`src/rtl/wb_write_arbiter.sv`:
```
// wb_write_arbiter: merges ALU and long-latency results onto the register file write port.
// Long-latency results queue in an in-order FIFO; a pending scoreboard tracks outstanding destinations.
module wb_write_arbiter #(
   parameter int DEPTH  = 4,
   parameter int ADDR_W = 5,
   parameter int DATA_W = 32
)(
   input  logic                      clk,
   input  logic                      rst,
   input  logic                      alu_we,
   input  logic [ADDR_W-1:0]         alu_addr,
   input  logic [DATA_W-1:0]         alu_data,
   input  logic                      lu_valid,
   output logic                      lu_ready,
   input  logic [ADDR_W-1:0]         lu_addr,
   input  logic [DATA_W-1:0]         lu_data,
   input  logic                      issue_valid,
   input  logic [ADDR_W-1:0]         issue_addr,
   output logic [(1<<ADDR_W)-1:0]    pending_mask,
   output logic                      stall_req,
   output logic [$clog2(DEPTH):0]    fifo_count,
   output logic                      rf_we,
   output logic [ADDR_W-1:0]         rf_addr,
   output logic [DATA_W-1:0]         rf_data
);
   localparam int PW = $clog2(DEPTH);
   localparam int NR = 1 << ADDR_W;
   localparam logic [PW:0] FULL = (PW+1)'(DEPTH);
   localparam logic [NR-1:0] ONE = NR'(1);
   logic [ADDR_W-1:0] addr_mem [DEPTH];
   logic [DATA_W-1:0] data_mem [DEPTH];
   logic [PW-1:0] wr_ptr, rd_ptr;
   logic push, pop, alu_sel;
   logic [ADDR_W-1:0] head_addr;
   logic [NR-1:0] set_mask, clr_mask;
   assign lu_ready  = fifo_count < FULL;
   assign stall_req = fifo_count == FULL;
   assign push      = lu_valid && lu_ready;
   // a full FIFO outranks the ALU so the long-latency unit can always drain
   assign alu_sel   = !stall_req && alu_we && alu_addr != '0;
   assign pop       = !alu_sel && fifo_count != '0;
   assign head_addr = addr_mem[rd_ptr];
   assign set_mask  = (issue_valid && issue_addr != '0) ? ONE << issue_addr : '0;
   assign clr_mask  = (pop && head_addr != '0) ? ONE << head_addr : '0;
   always_ff @(posedge clk) begin
      if (push) begin
         addr_mem[wr_ptr] <= lu_addr;
         data_mem[wr_ptr] <= lu_data;
      end
   end
   always_ff @(posedge clk or negedge rst) begin
      if (!rst) begin
         wr_ptr       <= '0;
         rd_ptr       <= '0;
         fifo_count   <= '0;
         pending_mask <= '0;
         rf_we        <= 1'b0;
         rf_addr      <= '0;
         rf_data      <= '0;
      end else begin
         wr_ptr       <= push ? wr_ptr + PW'(1) : wr_ptr;
         rd_ptr       <= pop ? rd_ptr + PW'(1) : rd_ptr;
         fifo_count   <= fifo_count + (PW+1)'(push) - (PW+1)'(pop);
         // set is applied after clear so a same-edge reissue keeps the bit
         pending_mask <= (pending_mask & ~clr_mask) | set_mask;
         rf_we        <= alu_sel || (pop && head_addr != '0);
         if (alu_sel) begin
            rf_addr <= alu_addr;
            rf_data <= alu_data;
         end else if (pop) begin
            rf_addr <= head_addr;
            rf_data <= data_mem[rd_ptr];
         end
      end
   end
endmodule

```
`config.mk`:
```
export PLATFORM = sky130hd
export DESIGN_NAME = wb_write_arbiter
export DESIGN_NICKNAME = d
export VERILOG_FILES = /design/src/rtl/wb_write_arbiter.sv
export SDC_FILE = /design/constraint.sdc
export NUM_CORES = 1
export LEC_CHECK = 0
export CAP_MARGIN = 20
export CORE_ASPECT_RATIO = 0.75
export CORE_UTILIZATION = 30
export DETAILED_ROUTE_END_ITERATION = 12
export PLACE_DENSITY_LB_ADDON = 0.08
export SYNTH_ARGS = -nofsm -noshare
export SYNTH_HDL_FRONTEND = slang
export SYNTH_SLANG_ARGS = --single-unit
```
`constraint.sdc`:
```
create_clock -name clk -period 3.2 [get_ports clk]
set_clock_uncertainty 0.2 [all_clocks]
set_input_delay 0.64 -clock clk [delete_from_list [all_inputs] [get_ports clk]]
set_output_delay 0.64 -clock clk [all_outputs]
set_load 0.02 [all_outputs]
```
; ---- Yosys cells after proc, flatten, opt, wreduce, memory -nomap -nowiden
; Memories as Yosys holds them, arrays and structs flattened.
; Index checks and enable logic that the tools add are counted.
[word_totals]
ff_bits = 77
n_memories = 2
input_bits = 84
out_inout_bits = 75
elab_cells = 42
mem_bits_rw = 148
[memory_table]
columns = name, words, word_bits, read_ports, rd_clocked_by_memory_dff, wr, line
row1 = data_mem, 4, 32, 1, 0, 1, 31  ; logic [DATA_W-1:0] data_mem [DEPTH];
row2 = addr_mem, 4, 5, 1, 0, 1, 30  ; logic [ADDR_W-1:0] addr_mem [DEPTH];
[classes]
bitwise = 3
eq_ne = 1
n_lt_le_gt_ge = 1
shift = 2
addsub = 4
reduce_logical = 14
n_mux = 8
[ops]
columns = operator, n
row1 = $mux 32, 4
row2 = $shl 1x5->32 const A, 2
row3 = $and 32x32->32, 1
row4 = $not 32->32, 1
row5 = $or 32x32->32, 1
row6 = $reduce_bool 5->1, 3
row7 = $mux 5, 2
row8 = $logic_and 1x1->1, 6
row9 = $add 2x1->2 const B, 2
row10 = $add 3x1->3, 1
row11 = $eq 3x3->1 const B, 1
row12 = $lt 3x3->1 const B, 1
row13 = $reduce_bool 3->1, 1
row14 = $sub 3x1->3, 1
row15 = $logic_not 1->1, 2
row16 = $mux 1, 2
row17 = $reduce_bool 2->1, 1
row18 = $logic_or 1x1->1, 1

; ---- Longest topological paths before layout
; Gate-level depths: netlist of the first run.
[logic_depth]
ltp_word = 11
depth_mapped = 9
depth_no_buf = 9

; ---- Worst setup path before layout of the first run
; Ideal clock, no wire load.
[synth_timing]
path_kind = in2reg
start = input port alu_addr[1]
end = register fifo_count[2]
stages = 9
setup_slack_ns = 0.251
arrival_time_ns = 2.626
required_time_ns = 2.877
setup_ns = 0.123
cell_sequence = or4_4 > o211a_4 > nor2_1 > ha_1 > inv_1 > ha_1 > fa_1 > xnor2_1 > xnor2_1
[synth_between]
elab_chain_len = 5
[synth_rtl]
columns = item, line
row1 = from (decl), 11  ; input logic [ADDR_W-1:0] alu_addr,
row2 = $reduce_bool 5->1, 40  ; assign alu_sel = !stall_req && alu_we && alu_addr != '0;
row3 = $logic_and 1x1->1, 40
row4 = $logic_not 1->1, 41  ; assign pop = !alu_sel && fifo_count != '0;
row5 = $logic_and 1x1->1, 41
row6 = net pop, 33  ; logic push, pop, alu_sel;
row7 = $sub 3x1->3, 63  ; fifo_count <= fifo_count + (PW+1)'(push) - (PW+1)'(pop);
row8 = to (signal assigned), 63
row9 = to (decl), 21  ; output logic [$clog2(DEPTH):0] fifo_count,
; The timed path passes the listed nets, and every way through them passes these cells.
; A chain may end at the register's enable or synchronous reset.

; ---- Worst setup path after layout of the first run
[layout_timing]
start = register fifo_count[2]
end = output port stall_req
[layout_between]
elab_chain_len = 1
[layout_rtl]
columns = item, line
row1 = $eq 3x3->1, 37  ; assign stall_req = fifo_count == FULL;
row2 = to (decl), 20  ; output logic stall_req,
; Every way passes these cells.

==> Implementation_results.wiki, run 1 <==
{| class="wikitable"
! Metric !! Value
|-
| Destination of the worst hold path || pending_mask[0]$_DFF_PN0_
|-
| Placement Cell Area || 11300 um2
|-
| Power per standard cell area || between 900 and 1000 nW/um2
|-
| Launching element type of the critical path || flop
|-
| Minimum clock period after layout || 3.03 ns
|-
| Post-route clock period utilization || 94.8%
|-
| Delay of the slowest critical-path stage || ~0.60 ns
|-
| Overall via count from detail_route || approximately 5.8k
|-
| Initial Util || a little under a third
|-
| Cell with the biggest individual delay on the critical path || clkdlybuf4s50_1
|-
| Class of the worst hold path || flop to flop
|-
| Count of distinct cell types in the synthesized netlist || 37
|-
| Via count of the first global-routing pass || ~6.1k
|-
| Slew HR || a little under two fifths
|-
| CTS root buf || clkbuf_16
|-
| Crit path setup slack, layout || 0.167 ns
|-
| Area used by multi-input combinational logic || 2500 um2
|-
| Number of cells traversed by the worst register-to-register path || 9
|-
| Proportion of layout cells with a drive suffix above 1 || roughly 15%
|-
| Worst EP required || 2.36 ns
|-
| Mapped Nets || 696
|-
| Chip height || 153 um
|-
| Die outline area || around 31000 um2
|-
| Residual antenna-violating net count after detailed routing || 0
|-
| Async set-or-reset flop fraction in the synthesized netlist || 34.2%
|-
| Most instantiated flip-flop cell in the synthesis netlist || edfxtp_1
|-
| Clock latency on the worst-skew pair || 0.51 ns
|-
| Nets || 875
|-
| Post-CTS Repair Setup Buffers || 0
|-
| Arrival time of the worst setup path || 2.19 ns
|-
| Number of antenna violations at the first check in global routing || 4
|-
| Port Buffer Count || roughly 160
|-
| Die Width || 203 um
|-
| Remaining DRCs || 0
|-
| Worst-path cell chain || or3b_1 -> inv_1 -> clkdlybuf4s50_1
|-
| # H-tree levels || 1
|-
| Worst reg-to-reg setup slack || 0.47 ns
|-
| Standard cell core area || 29500 um2
|-
| Max-slew violation total from the final report || 0
|-
| Sum of routed wire length over all layers || about 23000 um
|-
| Sequential cell area || 6380 um2
|-
| Peak VDD IR || 0.410 mV
|-
| Number of synthesized flops with an enable pin || 148
|-
| Highest net fanout along the worst path || 7
|-
| Tightest Pin Transition || between 0.9 and 1 ns
|-
| Total clock buffers created by CTS || 24
|-
| Final hold violation count || 0
|-
| Syn Inst Count || 605
|-
| Setup repair after global routing missed its margin || false
|-
| Global-route usage over all layers || 15.0%
|-
| Global-route wire length before repair || 36000 um
|-
| Summed instance area of the synthesized netlist || about 9100 um2
|-
| Fill cells || 2752
|-
| Static leakage || about 4.4 nW
|-
| WL per Instance || approximately 19 um
|-
| Relative area change from synthesis to final layout || 33.4%
|-
| Kind of end point of the critical path || primary output
|-
| Capture instance of the worst register-to-register path || fifo_count[2]$_DFF_PN0_
|-
| GP Congestion || 0.824
|-
| Post-Syn Area per Cell || 15.0 um2
|-
| Worst Hold Depth || 0
|-
| Setup violators final || 0
|-
| Rows || 54
|-
| Launch instance of the worst register-to-register path || fifo_count[2]$_DFF_PN0_
|-
| Largest net degree at the start of global routing || 48
|-
| Post-place setup slack || -0.211 ns
|-
| 1st-iter DRT viols || between 300 and 400
|-
| Total congestion overflow after global routing || 0
|-
| Result of the run || finished, final reports clean
|-
| HPWL Detailed || 15300 um
|-
| Startpoint-to-endpoint class of the critical path || flop to primary output
|-
| Via-to-Cell Ratio || 4.84
|-
| YS warnings || 0
|-
| TritonCTS Sinks || 225
|-
| Sequential cell area fraction in the yosys report || 70.0%
|-
| Min-delay src || pending_mask[0]$_DFF_PN0_
|-
| Maximum buffer depth of the clock tree || 3
|-
| Clock slew at the register clock pins of the worst setup and hold paths || 0.06 ns
|-
| CTS tree || done
|-
| MaxCap Viol Count || 0
|-
| Number of synthesized register bits || 225
|-
| Final standard cell area without fillers || around 12000 um2
|-
| Num ports || ~160
|-
| Pre-antenna DRT Iters || 6
|-
| Highest Clock Rate || 330 MHz
|}
-- metal layers --
metal / global-route usage (%) / wire [um]
met5: 0 / 10
met2: 23.7 / 10700
met3: 3.11 / 1170
met4: 3.94 / 428
met1: 21.2 / 10700
-- worst max-delay path: cells and delay by family, from the launching register on --
| kind | cells | cell delay [ns] |
|---|---|---|
| flops | 1 | 0.52 |
| buf+inv | 2 | 0.69 |
| simple gates | 1 | 0.49 |
-- report_power, final --
group | internal, mW | switching, mW | total [mW]
Sequential | 3.88 | 0.434 | 4.32
Clock | 1.89 | 1.10 | 2.99
Combinational | 1.99 | 2.38 | 4.37
-- timing repair --
| action | in CTS | in global routing |
|---|---|---|
| resized for setup | 0 | 0 |
| hold buffers | 1 | 0 |
| endpoints found under the hold margin | 34 | 0 |
-- worst max path at each step --
stage	depth (start not counted)	start	slack, ns	end
final	3	fifo_count[2]$_DFF_PN0_	0.17	stall_req
after global routing	3	fifo_count[2]$_DFF_PN0_	0.04	stall_req
after CTS	3	fifo_count[2]$_DFF_PN0_	0.15	stall_req
after detailed placement	10	alu_addr[1]	-0.21	fifo_count[2]$_DFF_PN0_
after global placement	10	alu_addr[1]	-0.14	fifo_count[2]$_DFF_PN0_
after floorplan	9	alu_addr[1]	0.25	fifo_count[2]$_DFF_PN0_
-- flip-flops by register name (all words and copies together) (netlist names) --
name / cells
addr_mem: 20
fifo_count: 3
wr_ptr: 2
rd_ptr: 2
rf_data: 32
rf_addr: 5
pending_mask: 32
rf_we: 1
data_mem: 128
-- Yosys cell counts (2+ instances only) --
library cell | count | area (um2)
edfxtp_1 | 148 | 4440
nand2_1 | 92 | 345
dfrtp_1 | 77 | 1930
a31oi_1 | 50 | 313
a21oi_1 | 46 | 230
nor2_1 | 44 | 165
mux4_2 | 36 | 811
clkbuf_1 | 19 | 71.3
a41oi_1 | 16 | 140
buf_2 | 9 | 45.0
inv_1 | 8 | 30.0
and2_1 | 7 | 43.8
buf_6 | 6 | 67.6
ha_1 | 6 | 75.1
o21ai_0 | 4 | 20.0
xnor2_1 | 4 | 35.0
buf_4 | 3 | 22.5
nand2b_1 | 3 | 18.8
nor2b_1 | 3 | 18.8
and2b_2 | 2 | 17.5
buf_1 | 2 | 7.51
mux2i_1 | 2 | 20.0
nor3_1 | 2 | 10.0
nor3_4 | 2 | 32.5
nor4b_4 | 2 | 47.6
-- area by class of cell --
cell class	instances	area share, %
repair buffers	192	15.4
multi-input cells	333	20.6
well taps	392	4.04
clock inverters	13	1.52
inverters	8	0.247
diodes	1	0.0206
flip-flops and latches	225	52.6
clock buffers	31	5.59
-- logic make-up (layout without fill, tap and decap cells) --
group,Yosys count,after routing,share of synthesized area (%)
other cells,0,1,0
fa+ha+maj,7,7,1.05
mux,39,39,9.42
compound gates,118,118,8.06
buf+inv,47,244,2.68
simple gates,164,164,8.28
flops,225,225,70.0
xor+xnor,5,5,0.481
-- placed cells by master (no fill, tap or decap), types with 3 or more instances in the layout --
master,instances
clkdlybuf4s50_1,157
edfxtp_1,148
nand2_1,92
dfrtp_1,75
a31oi_1,50
a21oi_1,46
nor2_1,44
mux4_2,36
buf_4,31
clkbuf_16,25
a41oi_1,16
inv_1,8
ha_1,6
bufinv_16,5
clkinv_1,5
and2_2,4
xnor2_1,4
o21ai_0,4
nor2b_1,3
and2_1,3
nand2b_1,3
clkbuf_8,3
clkbuf_1,3
clkinv_2,3
buf_12,3
-- per-stage QoR --
stage | TNS [ns] | util (%) | power, mW | hold slack, ns | cells
detailed placement | -0.263 | 38.2 | 8.83 | 0.174 | 1149
CTS | 0 | 41.2 | 11.9 | 0.186 | 1194
finish | 0 | 41.2 | 11.7 | 0.178 | 1195
global route | 0 | 41.2 | 12.3 | 0.195 | 1195
floorplan | 0 | - | 6.91 | 0.144 | 605
global placement | -0.141 | 38.2 | 8.73 | 0.166 | 1149
Note: power is estimated with default switching activity, not from simulation.
==> run 2: changes to the inputs <==
--- a/config.mk
+++ b/config.mk
@@ -8,6 +8,7 @@
 export CAP_MARGIN = 20
 export CORE_ASPECT_RATIO = 0.75
 export CORE_UTILIZATION = 30
+export CTS_CLUSTER_SIZE = 16
 export DETAILED_ROUTE_END_ITERATION = 12
 export PLACE_DENSITY_LB_ADDON = 0.08
 export SYNTH_ARGS = -nofsm -noshare
==> constraint.sdc (replaced) <==
create_clock -name clk -period 3 [get_ports clk]
set_clock_uncertainty 0.2 [all_clocks]
set_input_delay 0.6 -clock clk [delete_from_list [all_inputs] [get_ports clk]]
set_output_delay 0.6 -clock clk [all_outputs]
set_load 0.02 [all_outputs]
==> Implementation_results.wiki, run 2 (synthesized netlist as in run 1, its figures left out) <==
{| class="wikitable"
! Metric !! Value
|-
| Worst EP required || 2.20 ns
|-
| Setup repair after global routing missed its margin || false
|-
| Largest registers || data_mem: 128 flops, pending_mask: 32 flops, rf_data: 32 flops
|-
| Switching power summed over all nets || 4.14 mW
|-
| Overall via count from detail_route || 5737
|-
| Total clock buffers created by CTS || 24
|-
| Start point of the critical path || fifo_count[1]$_DFF_PN0_
|-
| Number of flip-flops under the largest register name || about 130
|-
| Total congestion overflow after global routing || 0
|-
| Pre-antenna DRT Iters || 4
|-
| Class of the worst hold path || flop to flop
|-
| Clock latency on the worst-skew pair || 0.51 ns
|-
| Net switching fraction of the power || 34.2%
|-
| Launch instance of the worst register-to-register path || rd_ptr[0]$_DFFE_PN0P_
|-
| Fraction of power consumed by combinational cells || 38.7%
|-
| Die Width || 203 um
|-
| TritonCTS Sinks || approximately 230
|-
| Port Buffer Count || 158
|-
| Part of the total power dissipated in the clock network || 23.2%
|-
| MaxCap Viol Count || 0
|-
| Largest net degree at the start of global routing || 41
|-
| Highest Clock Rate || ~350 MHz
|-
| Remaining DRCs || 0
|-
| Post-route clock period utilization || a little over nine tenths
|-
| Die outline area || just over 30000 um2
|-
| # H-tree levels || 1
|-
| 1st-iter DRT viols || 324
|-
| Global-route wire length before repair || between 30000 and 40000 um
|-
| Chip height || 153 um
|-
| Nets || between 800 and 900
|-
| Power per standard cell area || 1000 nW/um2
|-
| Leading cell type in the layout, fill and taps excluded || clkdlybuf4s50_1
|-
| Maximum buffer depth of the clock tree || 3
|-
| Global-route usage over all layers || roughly 15%
|-
| Commonest cells after routing, fill and taps aside || 157 x clkdlybuf4s50_1, 148 x edfxtp_1, 92 x nand2_1
|-
| Standard cell core area || about 29000 um2
|-
| Min-delay src || pending_mask[0]$_DFF_PN0_
|-
| Final setup TNS || 0 ns
|-
| Slew HR || 37.9%
|-
| Number of antenna cells inserted || 0
|-
| Peak VDD IR || between 0.4 and 0.5 mV
|-
| HPWL Detailed || 15400 um
|-
| Reg power frac || 38.1%
|-
| Tightest Pin Transition || approximately 0.93 ns
|-
| Proportion of layout cells with a drive suffix above 1 || 15.2%
|-
| Internal power || between 7 and 8 mW
|-
| Highest net fanout along the worst path || 5
|-
| Num ports || between 150 and 200
|-
| Residual antenna-violating net count after detailed routing || 0
|-
| Launching element type of the critical path || flop
|-
| Setup violators final || 0
|-
| Arrival time of the worst setup path || 2.07 ns
|-
| Max-slew violation total from the final report || 0
|-
| Minimum clock period after layout || 2.87 ns
|-
| GP Congestion || 0.818
|-
| Initial Util || 30.9%
|-
| CTS tree || done
|-
| Final hold violation count || 0
|-
| Via-to-Cell Ratio || 4.79
|-
| Post-CTS Repair Setup Buffers || 0
|-
| Kind of end point of the critical path || primary output
|-
| Rows || 54
|-
| Via count of the first global-routing pass || 6140
|-
| Startpoint-to-endpoint class of the critical path || flop to primary output
|-
| Sum of routed wire length over all layers || 22900 um
|-
| WL per Instance || approximately 19 um
|-
| Result of the run || finished, final reports clean
|-
| Total power after layout || 12.1 mW
|-
| Static leakage || 4.30 nW
|-
| CTS root buf || clkbuf_16
|-
| Relative area change from synthesis to final layout || 32.6%
|-
| Number of antenna violations at the first check in global routing || 1
|-
| Largest register by flop count || data_mem
|-
| Clock slew at the register clock pins of the worst setup and hold paths || 0.06 ns
|}
run 2: cell count changes in the layout (fill, tap and decap cells not counted), sizes merged:
| cell | delta |
|---|---|
| bufinv | -4 |
| clkinvlp | +1 |
| diode | -1 |
| clkinv | -5 |
| clkbuf | +8 |
| buf | +3 |
run 2: power groups by stage:
stage | registers [mW] | logic (mW) | clock network [mW]
2_1_floorplan | 5.12 | 2.25 | 0
3_3_place_gp | 4.64 | 4.69 | 0
3_5_place_dp | 4.67 | 4.76 | 0
4_1_cts | 4.62 | 4.77 | 2.90
5_1_grt | 4.71 | 5.08 | 3.02
6_report | 4.61 | 4.68 | 2.80
run 2: path summary, 6_finish.rpt:
check	end	depth (start not counted)	slack [ns]
setup reg to reg	pending_mask[6]$_DFF_PN0_	4	0.41
min in group asynchronous	pending_mask[31]$_DFF_PN0_	2	0.43
max in group asynchronous	rd_ptr[1]$_DFFE_PN0P_	3	1.48
hold / removal	pending_mask[0]$_DFF_PN0_	0	0.17
setup / recovery	stall_req	3	0.13
hold reg to reg	pending_mask[0]$_DFF_PN0_	0	0.17
run 2: area by class of cell:
class                      instances  area (um2)
clock buffer                      39         688
inverter                           8        30.0
timing repair buffer             195        1920
clock inverter                     5        51.3
tap                              392         490
fill                            2760       17400
multi-input combinational        333        2500
sequential                       225        6380
run 2: metal layers:
metal / track usage [%] / part of all wire [%]
met1: 21.2 / 47
met2: 23.9 / 46
met3: 2.94 / 5.1
met4: 3.94 / 2.3
met5: 0 / 0
run 2: worst max-delay path: stages (launching register included):
cell             delay (ns)
dfrtp_1                0.44
or3b_4                 0.46
inv_1                  0.07
clkdlybuf4s50_1        0.59
run 2: repair_timing:
action                                  4_1_cts  5_1_grt
hold buffers                                  1        0
endpoints found under the setup margin        1        1
endpoints found under the hold margin        37        0
pin swaps                                     0        0
resized for setup                             1        1
run 2: stage by stage:
step	setup WS (ns)	utilization [%]	instance area (um2)	instances	hold slack, ns
2_1_floorplan	0.0908	-	9100	605	0.104
3_3_place_gp	-0.307	38.4	11300	1152	0.166
3_5_place_dp	-0.370	38.4	11300	1152	0.166
4_1_cts	0.0312	40.9	12100	1197	0.180
5_1_grt	0.0402	40.9	12100	1197	0.191
6_report	0.128	40.9	12100	1197	0.174
==> run 3: changes to the inputs <==
--- a/config.mk
+++ b/config.mk
@@ -14,3 +14,4 @@
 export SYNTH_ARGS = -nofsm -noshare
 export SYNTH_HDL_FRONTEND = slang
 export SYNTH_SLANG_ARGS = --single-unit
+export TNS_END_PERCENT = 50
==> results of run 3 <==
Final layout, timing and power as in run 2 (identical DEF).
